File: config.mk
export PLATFORM = sky130hd
export DESIGN_NAME = trap_controller_flat
export DESIGN_NICKNAME = d
export VERILOG_FILES = /design/src/rtl/trap_controller_if.sv /design/src/rtl/trap_controller.sv /design/src/flat_wrapper.sv
export SDC_FILE = /design/constraint.sdc
export NUM_CORES = 1
export LEC_CHECK = 0
export BUFFER_PORTS_ARGS = -buffer_cell sky130_fd_sc_hd__buf_2
export CAP_MARGIN = 10
export CELL_PAD_IN_SITES_DETAIL_PLACEMENT = 1
export CELL_PAD_IN_SITES_GLOBAL_PLACEMENT = 1
export CORE_UTILIZATION = 35
export DETAILED_ROUTE_END_ITERATION = 8
export GPL_TIMING_DRIVEN = 1
export PLACE_DENSITY = 0.95
export SYNTH_ARGS = -nofsm -noshare
export SYNTH_HDL_FRONTEND = slang
export SYNTH_SLANG_ARGS = --single-unit
File: constraint.sdc
create_clock -name clk -period 4.7 [get_ports clk]
set_clock_uncertainty 0.05 [all_clocks]
set_input_delay 0 -clock clk [delete_from_list [all_inputs] [get_ports clk]]
set_output_delay 0 -clock clk [all_outputs]
set_load 0.005 [all_outputs]
File: src/rtl/trap_controller_if.sv
// trap_controller_if: groups the CSR-side, pipeline-side and PC-mux-side
// signals of the machine-mode trap controller into one bundle.
// master = the trap controller, slave = the surrounding core / CSR file.
interface trap_controller_if;
    // CSR file and interrupt sources
    logic        mstatus_mie;
    logic [31:0] mie_bits;
    logic        sw_int;
    logic        timer_int;
    logic        ext_int;
    logic [31:0] mtvec;
    logic [31:0] mepc;
    // pipeline
    logic        mret_req;
    logic        drain_done;
    logic [31:0] next_pc;
    // controller outputs
    logic        stall_fetch;
    logic        trap_enter;
    logic [31:0] trap_cause;
    logic [31:0] trap_epc;
    logic        mret_commit;
    logic        redirect_valid;
    logic [31:0] redirect_pc;
    logic        flush;
    logic        drain_err;

    modport master (
        input  mstatus_mie, mie_bits, sw_int, timer_int, ext_int,
               mtvec, mepc, mret_req, drain_done, next_pc,
        output stall_fetch, trap_enter, trap_cause, trap_epc, mret_commit,
               redirect_valid, redirect_pc, flush, drain_err
    );

    modport slave (
        output mstatus_mie, mie_bits, sw_int, timer_int, ext_int,
               mtvec, mepc, mret_req, drain_done, next_pc,
        input  stall_fetch, trap_enter, trap_cause, trap_epc, mret_commit,
               redirect_valid, redirect_pc, flush, drain_err
    );
endinterface

File: src/rtl/trap_controller.sv
// trap_controller: sequences machine-mode interrupt entry and MRET return.
// Arbitrates pending interrupts against MRET, waits for the pipeline to
// drain, pulses trap_enter / mret_commit to the CSR file and issues one PC
// redirect followed by a flush window of FLUSH_CYCLES cycles.
// Optional build macro: TRAP_CTRL_VECTORED_EN enables vectored mtvec mode
// (mtvec[1:0]==2'b01 -> base + 4*code); without it mtvec[1:0] is ignored.
module trap_controller #(
    parameter int FLUSH_CYCLES  = 2,   // flush cycles after the redirect pulse (>=1)
    parameter int DRAIN_TIMEOUT = 16   // DRAIN cycles before abort (>=2)
) (
    input  logic              clk,
    input  logic              reset,
    trap_controller_if.master bus
);

    localparam int CNT_MAX = (DRAIN_TIMEOUT > FLUSH_CYCLES) ? DRAIN_TIMEOUT : FLUSH_CYCLES;
    localparam int CNT_W   = $clog2(CNT_MAX + 1);

    typedef enum logic [2:0] {IDLE, DRAIN, ENTER, RET, FLUSH} state_t;

    state_t             state_reg;
    logic               kind_ret_reg;   // 1: draining for MRET, 0: for an interrupt
    logic [CNT_W-1:0]   cnt_reg;

    logic               stall_fetch_reg;
    logic               trap_enter_reg;
    logic [31:0]        trap_cause_reg;
    logic [31:0]        trap_epc_reg;
    logic               mret_commit_reg;
    logic               redirect_valid_reg;
    logic [31:0]        redirect_pc_reg;
    logic               flush_reg;
    logic               drain_err_reg;

    // Raw sources and enables, ordered {ext, timer, sw}
    logic [2:0] int_raw;
    logic [2:0] int_en;
    logic [2:0] int_hit;
    logic       pend;
    logic [3:0] cause_code;
    logic [31:0] trap_base;
    logic [31:0] trap_target;

    assign int_raw = {bus.ext_int, bus.timer_int, bus.sw_int};
    assign int_en  = {bus.mie_bits[11], bus.mie_bits[7], bus.mie_bits[3]};

    genvar gi;
    generate
        for (gi = 0; gi < 3; gi++) begin : g_mask
            assign int_hit[gi] = int_raw[gi] & int_en[gi];
        end
    endgenerate

    assign pend = bus.mstatus_mie & (|int_hit);

    // Fixed priority: external (11) > software (3) > timer (7)
    always_comb begin
        cause_code = 4'd0;
        if (int_hit[2])
            cause_code = 4'd11;
        else if (int_hit[0])
            cause_code = 4'd3;
        else if (int_hit[1])
            cause_code = 4'd7;
    end

    assign trap_base = {bus.mtvec[31:2], 2'b00};

    // Trap target: direct base, or base + 4*code in vectored mode
    always_comb begin
        trap_target = trap_base;
`ifdef TRAP_CTRL_VECTORED_EN
        if (bus.mtvec[1:0] == 2'b01)
            trap_target = trap_base + {26'd0, cause_code, 2'b00};
`endif
    end

    // Bits of the inputs that the controller deliberately never looks at
`ifdef TRAP_CTRL_VECTORED_EN
    logic unused_bits;
    assign unused_bits = ^{bus.mie_bits[31:12], bus.mie_bits[10:8], bus.mie_bits[6:4],
                           bus.mie_bits[2:0], bus.next_pc[1:0], bus.mepc[1:0]};
`else
    logic unused_bits;
    assign unused_bits = ^{bus.mie_bits[31:12], bus.mie_bits[10:8], bus.mie_bits[6:4],
                           bus.mie_bits[2:0], bus.next_pc[1:0], bus.mepc[1:0],
                           bus.mtvec[1:0]};
`endif

    // Trap/return sequencer with registered outputs
    always_ff @(posedge clk or posedge reset) begin
        if (reset) begin
            state_reg          <= IDLE;
            kind_ret_reg       <= 1'b0;
            cnt_reg            <= '0;
            stall_fetch_reg    <= 1'b0;
            trap_enter_reg     <= 1'b0;
            trap_cause_reg     <= 32'd0;
            trap_epc_reg       <= 32'd0;
            mret_commit_reg    <= 1'b0;
            redirect_valid_reg <= 1'b0;
            redirect_pc_reg    <= 32'd0;
            flush_reg          <= 1'b0;
            drain_err_reg      <= 1'b0;
        end else begin
            // single-cycle pulses fall unless re-asserted below
            trap_enter_reg     <= 1'b0;
            mret_commit_reg    <= 1'b0;
            redirect_valid_reg <= 1'b0;
            drain_err_reg      <= 1'b0;

            case (state_reg)
                IDLE: begin
                    cnt_reg <= '0;
                    if (bus.mret_req) begin
                        // MRET wins over a simultaneously pending interrupt
                        state_reg       <= DRAIN;
                        kind_ret_reg    <= 1'b1;
                        stall_fetch_reg <= 1'b1;
                    end else if (pend) begin
                        state_reg       <= DRAIN;
                        kind_ret_reg    <= 1'b0;
                        stall_fetch_reg <= 1'b1;
                    end
                end

                DRAIN: begin
                    if (drain_err_reg) begin
                        // Abort cycle: drain_err is already visible, so give
                        // up even if drain_done shows up in this very cycle.
                        state_reg       <= IDLE;
                        stall_fetch_reg <= 1'b0;
                        cnt_reg         <= '0;
                    end else if (bus.drain_done) begin
                        cnt_reg <= '0;
                        if (kind_ret_reg) begin
                            state_reg          <= RET;
                            mret_commit_reg    <= 1'b1;
                            redirect_valid_reg <= 1'b1;
                            redirect_pc_reg    <= {bus.mepc[31:2], 2'b00};
                            flush_reg          <= 1'b1;
                        end else if (pend) begin
                            state_reg          <= ENTER;
                            trap_enter_reg     <= 1'b1;
                            redirect_valid_reg <= 1'b1;
                            redirect_pc_reg    <= trap_target;
                            trap_cause_reg     <= {1'b1, 27'd0, cause_code};
                            trap_epc_reg       <= {bus.next_pc[31:2], 2'b00};
                            flush_reg          <= 1'b1;
                        end else begin
                            // source went away while draining: cancel quietly
                            state_reg       <= IDLE;
                            stall_fetch_reg <= 1'b0;
                        end
                    end else begin
                        cnt_reg <= cnt_reg + 1'b1;
                        // raise drain_err so it lands in the last DRAIN cycle
                        if (cnt_reg == CNT_W'(DRAIN_TIMEOUT - 2))
                            drain_err_reg <= 1'b1;
                    end
                end

                ENTER, RET: begin
                    state_reg <= FLUSH;
                    cnt_reg   <= '0;
                end

                FLUSH: begin
                    if (cnt_reg == CNT_W'(FLUSH_CYCLES - 1)) begin
                        state_reg       <= IDLE;
                        flush_reg       <= 1'b0;
                        stall_fetch_reg <= 1'b0;
                        cnt_reg         <= '0;
                    end else begin
                        cnt_reg <= cnt_reg + 1'b1;
                    end
                end

                default: begin
                    state_reg       <= IDLE;
                    flush_reg       <= 1'b0;
                    stall_fetch_reg <= 1'b0;
                    cnt_reg         <= '0;
                end
            endcase
        end
    end

    assign bus.stall_fetch    = stall_fetch_reg;
    assign bus.trap_enter     = trap_enter_reg;
    assign bus.trap_cause     = trap_cause_reg;
    assign bus.trap_epc       = trap_epc_reg;
    assign bus.mret_commit    = mret_commit_reg;
    assign bus.redirect_valid = redirect_valid_reg;
    assign bus.redirect_pc    = redirect_pc_reg;
    assign bus.flush          = flush_reg;
    assign bus.drain_err      = drain_err_reg;

endmodule

File: src/flat_wrapper.sv
// flat-port wrapper written by rule: the top's interface ports become plain ports
module trap_controller_flat 
#(
    parameter int FLUSH_CYCLES  = 2,                                                 
    parameter int DRAIN_TIMEOUT = 16                                     
)
  (clk, reset, bus_mstatus_mie, bus_mie_bits, bus_sw_int, bus_timer_int, bus_ext_int, bus_mtvec, bus_mepc, bus_mret_req, bus_drain_done, bus_next_pc, bus_stall_fetch, bus_trap_enter, bus_trap_cause, bus_trap_epc, bus_mret_commit, bus_redirect_valid, bus_redirect_pc, bus_flush, bus_drain_err);
  trap_controller_if bus_i ();
  input  logic clk;
  input  logic reset;
  input wire logic [$bits(bus_i.mstatus_mie)-1:0] bus_mstatus_mie;
  input wire logic [$bits(bus_i.mie_bits)-1:0] bus_mie_bits;
  input wire logic [$bits(bus_i.sw_int)-1:0] bus_sw_int;
  input wire logic [$bits(bus_i.timer_int)-1:0] bus_timer_int;
  input wire logic [$bits(bus_i.ext_int)-1:0] bus_ext_int;
  input wire logic [$bits(bus_i.mtvec)-1:0] bus_mtvec;
  input wire logic [$bits(bus_i.mepc)-1:0] bus_mepc;
  input wire logic [$bits(bus_i.mret_req)-1:0] bus_mret_req;
  input wire logic [$bits(bus_i.drain_done)-1:0] bus_drain_done;
  input wire logic [$bits(bus_i.next_pc)-1:0] bus_next_pc;
  output wire logic [$bits(bus_i.stall_fetch)-1:0] bus_stall_fetch;
  output wire logic [$bits(bus_i.trap_enter)-1:0] bus_trap_enter;
  output wire logic [$bits(bus_i.trap_cause)-1:0] bus_trap_cause;
  output wire logic [$bits(bus_i.trap_epc)-1:0] bus_trap_epc;
  output wire logic [$bits(bus_i.mret_commit)-1:0] bus_mret_commit;
  output wire logic [$bits(bus_i.redirect_valid)-1:0] bus_redirect_valid;
  output wire logic [$bits(bus_i.redirect_pc)-1:0] bus_redirect_pc;
  output wire logic [$bits(bus_i.flush)-1:0] bus_flush;
  output wire logic [$bits(bus_i.drain_err)-1:0] bus_drain_err;
  assign bus_i.mstatus_mie = bus_mstatus_mie;
  assign bus_i.mie_bits = bus_mie_bits;
  assign bus_i.sw_int = bus_sw_int;
  assign bus_i.timer_int = bus_timer_int;
  assign bus_i.ext_int = bus_ext_int;
  assign bus_i.mtvec = bus_mtvec;
  assign bus_i.mepc = bus_mepc;
  assign bus_i.mret_req = bus_mret_req;
  assign bus_i.drain_done = bus_drain_done;
  assign bus_i.next_pc = bus_next_pc;
  assign bus_stall_fetch = bus_i.stall_fetch;
  assign bus_trap_enter = bus_i.trap_enter;
  assign bus_trap_cause = bus_i.trap_cause;
  assign bus_trap_epc = bus_i.trap_epc;
  assign bus_mret_commit = bus_i.mret_commit;
  assign bus_redirect_valid = bus_i.redirect_valid;
  assign bus_redirect_pc = bus_i.redirect_pc;
  assign bus_flush = bus_i.flush;
  assign bus_drain_err = bus_i.drain_err;
  trap_controller #(.FLUSH_CYCLES(FLUSH_CYCLES), .DRAIN_TIMEOUT(DRAIN_TIMEOUT)) u_core (.clk(clk), .reset(reset), .bus(bus_i));
endmodule
==> flow_summary_export.csv, run 1 <==
group,metric,value,unit
synth,ys_warn_count,0,
global_route,overflow,0,
sta,slew_headroom,0.267,
die,ioPinCount,238,
pwr,vdd_drop_max,214,uV
sta,rsz0062_at_grt,"false",
sta,setup_viol,0,
clock_network,cts_resized,0,
critical_path,cpLargestDelayFamily,"simple AND/OR/NAND/NOR gates",
placed_design,hpwl,6860,um
clock_network,hold_buffers,98,
synth,syn_area_per_cell,14.1,um2
global_route,grt_usage,0.214,
sta,worst_pin_slew,1100,ps
placed_design,dp.cells,571,
layout,fin_nets,683,
synth,synth_top_cell_by_area,"dfrtp_1",
layout,layout_commonest_cell,"buf_2",
critical_path,crit_chain,"or4b_4 -> a2111oi_4 -> buf_4 -> mux2_2",
die,die-width,107,um
routing,ant_nets,0,
sta,period_needed,2590,ps
critical_path,cpPeakStageDelay,650,ps
critical_path,path_max_fanout,32,
sta,slew_violations,0,
layout,drive_gt1_frac,0.525,
critical_path,critPathRequiredTime,4870,ps
layout,area_growth,53.0,%
global_route,grt_max_degree,80,
clock_network,clock_sinks,79,
critical_path,cp_data_arrival_time,2760,ps
clock_network,htree_levels,3,
synth,synth.area.top_cells,"dfrtp_1 (51%), mux2_2 (18%), mux2_4 (11%)",
critical_path,worst-path-buf-inv,1,
pwr,finalPower,3.07,mW
routing,drtIter0Drc,145,
synth,yosys_register_bits,79,
die,rows,37,
sta,fin_tns_setup,0,ps
routing,viasPerCell,4.57,
sta,fin_crit_sh,0.551,
layout,final_cell_mix,"buf_2 (171), dlygate4sd3_1 (98), dfrtp_1 (79)",
critical_path,cpMaxStageDelayCell,"or4b_4",
clock_network,cts_setup_buffers,0,
synth,ys.flop_type,"dfrtp_1",
synth,synth_area,3850,um2
routing,wl_per_cell,17.1,um
die,dieArea,11400,um2
die,die_height,107,um
synth,synth-seq-area-share,0.513,
hold_path,hp-class,"input pin to flop",
placed_design,port_buffers,171,
global_route,antenna_found_initial,2,
synth,ys_types,40,
pwr,power.density,521,nW/um2
synth,synth_edf_count,0,
placed_design,dpl_cell_area,4700,um2
routing,drt_pass1_iterations,4,
global_route,grt_pass1_vias,3626,
status,status,"finished, final reports clean",
critical_path,end_kind,"flop",
routing,drcViolationCount,0,
die,start_util,0.366,
routing,vias,3142,
die,core-area,10500,um2
synth,asyncSetResetFlopFracSynth,1.00,
synth,syn_inst,273,
sta,hold_viol_final,0,
clock_network,clk-insertion-delay-late,340,ps
clock_network,clk_path_buf_depth,2,
critical_path,worstSetupPathType,"flop to flop",
layout,stdcell_count,687,
layout,stdcell_area,5890,um2
job,cap_violations,0,
clock_network,cts_tree,"done",
clock_network,clk_pin_slew_worst_paths,90,ps
pwr,leakage,2.92,nW
critical_path,worstSetupStartpointType,"flop",
clock_network,cts_buffers,9,
sta,holdWs,127,ps
routing,routed_wl,11700,um
sta,max_freq,0.386,GHz
placed_design,gp_congestion,0.756,
clock_network,clockRootBuffer,"clkbuf_8",
synth,synth_top_area_frac,0.513,
global_route,grt_pass1_wl,18500,um
[final cells by class]
class / instances / area, um2
Fill cell: 1126 / 4620
Sequential cell: 79 / 1980
Timing Repair Buffer: 273 / 1870
Multi-Input combinational cell: 172 / 1630
Tap cell: 136 / 170
Clock buffer: 13 / 169
Clock inverter: 3 / 40.0
Inverter: 9 / 35.0
Antenna cell: 2 / 5.00
[kinds of logic after synthesis]
logic type / count (synthesis) / synth area share
xor gates and xnor gates: 3 / 0.00682
muxes: 92 / 0.296
adders and majority gates: 3 / 0.00975
buffers and inverters: 52 / 0.0932
and+or+nand+nor: 28 / 0.0452
AOI/OAI and AO/OA: 15 / 0.0351
DFF: 79 / 0.513
other: 1 / 0.000974
[layer usage]
metal  part of all wire  track usage  vias to the layer above  routed length (um)
li1                   -            -                     1431                   -
met1               0.39        0.233                     1533                4540
met2               0.53        0.400                      152                6190
met3              0.058       0.0413                       26                 677
met4              0.029       0.0930                        0                 341
met5                  0            0                        -                   0
[cell usage after synthesis, drive strengths merged, types with 2 or more instances]
library cell and n:
mux2 90, dfrtp 79, buf 39, inv 9
nor2 8, clkbuf 4, nor3 4, or2 4
ha 3, nand3 3, a2111oi 2, a211oi 2
a21oi 2, mux2i 2, nand3b 2, o21bai 2
or4b 2, xor2 2
[report_power, final]
part,internal [mW],switching [mW]
registers,0.988,0.191
logic,0.838,0.524
clock network,0.288,0.239
[worst register-to-register path, cell delays in order, from the launching register on]
cell	delay, ps
dfrtp_1	460
or4b_4	650
a2111oi_4	340
buf_4	520
mux2_2	450
[path summary, 6_finish.rpt]
kind                                          from                         end  slack [ps]  cells after the start
setup / recovery               u_core.state_reg[1]  u_core.bus.redirect_pc[30]        2110                      4
hold / removal                     bus_mstatus_mie      u_core.bus.stall_fetch         130                      4
setup reg to reg               u_core.state_reg[1]  u_core.bus.redirect_pc[30]        2110                      4
hold reg to reg            u_core.bus.trap_epc[26]     u_core.bus.trap_epc[26]         440                      1
max in group asynchronous                    reset  u_core.bus.redirect_pc[20]        3480                      4
min in group asynchronous                    reset  u_core.bus.redirect_pc[21]         460                      4
[per-stage QoR]
step	setup slack, ps	utilization
after detailed placement	2150	0.447
after CTS	2140	0.560
after global routing	2010	0.561
final	2110	0.561
after floorplan	2440	-
after global placement	2210	0.447
No activity file was read; power rests on OpenSTA's default activity.
==> run 2, diff against run 1 <==
- CORE_UTILIZATION: 35 -> 32
- PLACE_DENSITY: 0.95 -> 0.9
- clock period: 4.7 -> 2.5 ns (I/O delays scaled with it)
==> run 2 against run 1 <==
  * The run now ends with DRC left
  * Via count is 2.0% lower
  * Combinational power is 88% higher
  * Sequential share of layout area is 0.50 points lower
  * Power is 100% higher
  * Highest routed layer unchanged
  * Critical path type unchanged
  * Die area is 9.2% higher
  * Global-route usage is 2.6 points lower
  * Sequential power is 88% higher
  * First-iteration DRC count is 20% lower
  * Largest cell class unchanged
==> flow_summary_export.csv, run 2 (same netlist as run 1, synthesis figures left out) <==
group,metric,value,unit
hold_path,worstHoldStart,"bus_mtvec[19]",
routing,drcViolationCount,16,
critical_path,worstSetupPathType,"flop to flop",
die,ioPinCount,238,
critical_path,path_depth,4,
routing,drt_pass1_iterations,6,
critical_path,reg2reg_slack,150,ps
placed_design,hpwl,6370,um
placed_design,port_buffers,171,
clock_network,clockRootBuffer,"clkbuf_16",
routing,routed_wl,11500,um
critical_path,cpPeakStageDelay,640,ps
clock_network,clk_path_buf_depth,2,
clock_network,cts_tree,"done",
critical_path,crit_chain,"or4b_4 -> a2111oi_4 -> buf_12 -> mux2_2",
layout,diodes,0,
layout,stdcell_area,5980,um2
clock_network,clk_pin_slew_worst_paths,60,ps
critical_path,rr_endpoint,"u_core.bus.redirect_pc[29]",
critical_path,worstSetupEndpoint,"u_core.bus.redirect_pc[29]",
global_route,antenna_found_initial,0,
die,dieArea,12500,um2
clock_network,cts_buffers,9,
global_route,grt_max_degree,80,
critical_path,worstRegToRegCells,4,
routing,ant_nets,0,
clock_network,htree_levels,3,
routing,vias,3079,
global_route,grt_pass1_wl,18100,um
status,status,"finished with violations",
sta,fin_ws,150,ps
critical_path,path_max_fanout,31,
critical_path,end_kind,"flop",
pwr,finalPower,6.20,mW
sta,fin_tns_setup,0,ps
placed_design,dp.cells,580,
clock_network,clk-insertion-delay-late,330,ps
sta,slew_violations,0,
die,die-width,112,um
pwr,power.density,1040,nW/um2
placed_design,gp_congestion,0.759,
routing,wl_per_cell,16.8,um
critical_path,cpMaxStageDelayCell,"or4b_4",
die,die_height,112,um
layout,drive_gt1_frac,0.536,
layout,stdcell_count,684,
global_route,grt_usage,0.188,
critical_path,critPathRequiredTime,2670,ps
die,core-area,11600,um2
critical_path,cp-startpoint,"u_core.state_reg[1]",
pwr,leakage,2.96,nW
global_route,grt_pass1_vias,3528,
routing,drtIter0Drc,116,
critical_path,worstSetupStartpointType,"flop",
sta,period_needed,2350,ps
sta,holdWs,2.51,ps
routing,viasPerCell,4.50,
critical_path,cpLargestDelayFamily,"simple AND/OR/NAND/NOR gates",
critical_path,r2r_start,"u_core.state_reg[1]",
die,start_util,0.333,
layout,layout_commonest_cell,"buf_2",
critical_path,worst-path-buf-inv,1,
die,rows,39,
clock_network,clock_sinks,79,
sta,fin_crit_sh,0.940,
sta,setup_viol,0,
status,violations,"DRC",
clock_network,cts_setup_buffers,0,
layout,utilization,0.517,
clock_network,cts_resized,0,
placed_design,dpl_cell_area,4760,um2
layout,area_growth,55.3,%
global_route,overflow,0,
layout,final_cell_mix,"buf_2 (171), dlygate4sd3_1 (89), dfrtp_1 (79)",
sta,rsz0062_at_grt,"false",
job,cap_violations,0,
hold_path,hp-class,"input pin to flop",
layout,fill_cells,1229,
critical_path,cp_data_arrival_time,2510,ps
pwr,vdd_drop_max,413,uV
placed_design,pre_cts_ws,159,ps
sta,max_freq,0.426,GHz
layout,fin_nets,676,
sta,hold_viol_final,0,
-- run 2: cell types whose count changed in the layout (fill, tap and decap cells not counted), moves of 2 or more --
cell,change
dlygate4sd3_1,-9
buf_12,+3
clkbuf_16,+9
clkbuf_8,-9
diode_2,-2
-- run 2: what timing repair did --
item / 4_1_cts / 5_1_grt
endpoints found under the setup margin: 0 / 0
hold endpoints to repair: 140 / 0
hold buffers: 89 / 0
-- run 2: worst min path at each step --
stage,to,slack [ps],cells after the start
after floorplan,u_core.bus.drain_err,20,1
after global placement,u_core.bus.redirect_pc[22],60,3
after CTS,u_core.bus.redirect_pc[27],2,3
final,u_core.bus.redirect_pc[19],3,3
after detailed placement,u_core.bus.trap_epc[11],70,3
after global routing,u_core.bus.redirect_pc[24],2,3
-- run 2: layout make-up --
cell class / instances / area [um2] / area share
repair buffers: 266 / 1830 / 0.306
flip-flops and latches: 79 / 1980 / 0.331
inverters: 9 / 35.0 / 0.00586
clock buffers: 12 / 267 / 0.0446
clock inverters: 3 / 65.1 / 0.0109
well taps: 143 / 179 / 0.0299
multi-input cells: 172 / 1630 / 0.272
-- run 2: routing by layer --
metal,vias up,part of all wire,GRT usage
met2,153,0.53,0.358
met4,0,0.033,0.0964
met1,1481,0.37,0.193
met3,27,0.066,0.0403
met5,-,0,0
li1,1418,-,-
-- run 2: power breakdown --
part	switching [mW]	internal [mW]
combinational	0.985	1.56
clock	0.481	0.948
sequential	0.361	1.86
-- run 2: worst reg2reg max path: cells and delay by family (launching register included) --
kind	cells	cell delay, ps
DFF	1	430
and+or+nand+nor	1	640
muxes	1	380
buffers and inverters	1	310
AOI/OAI and AO/OA	1	440
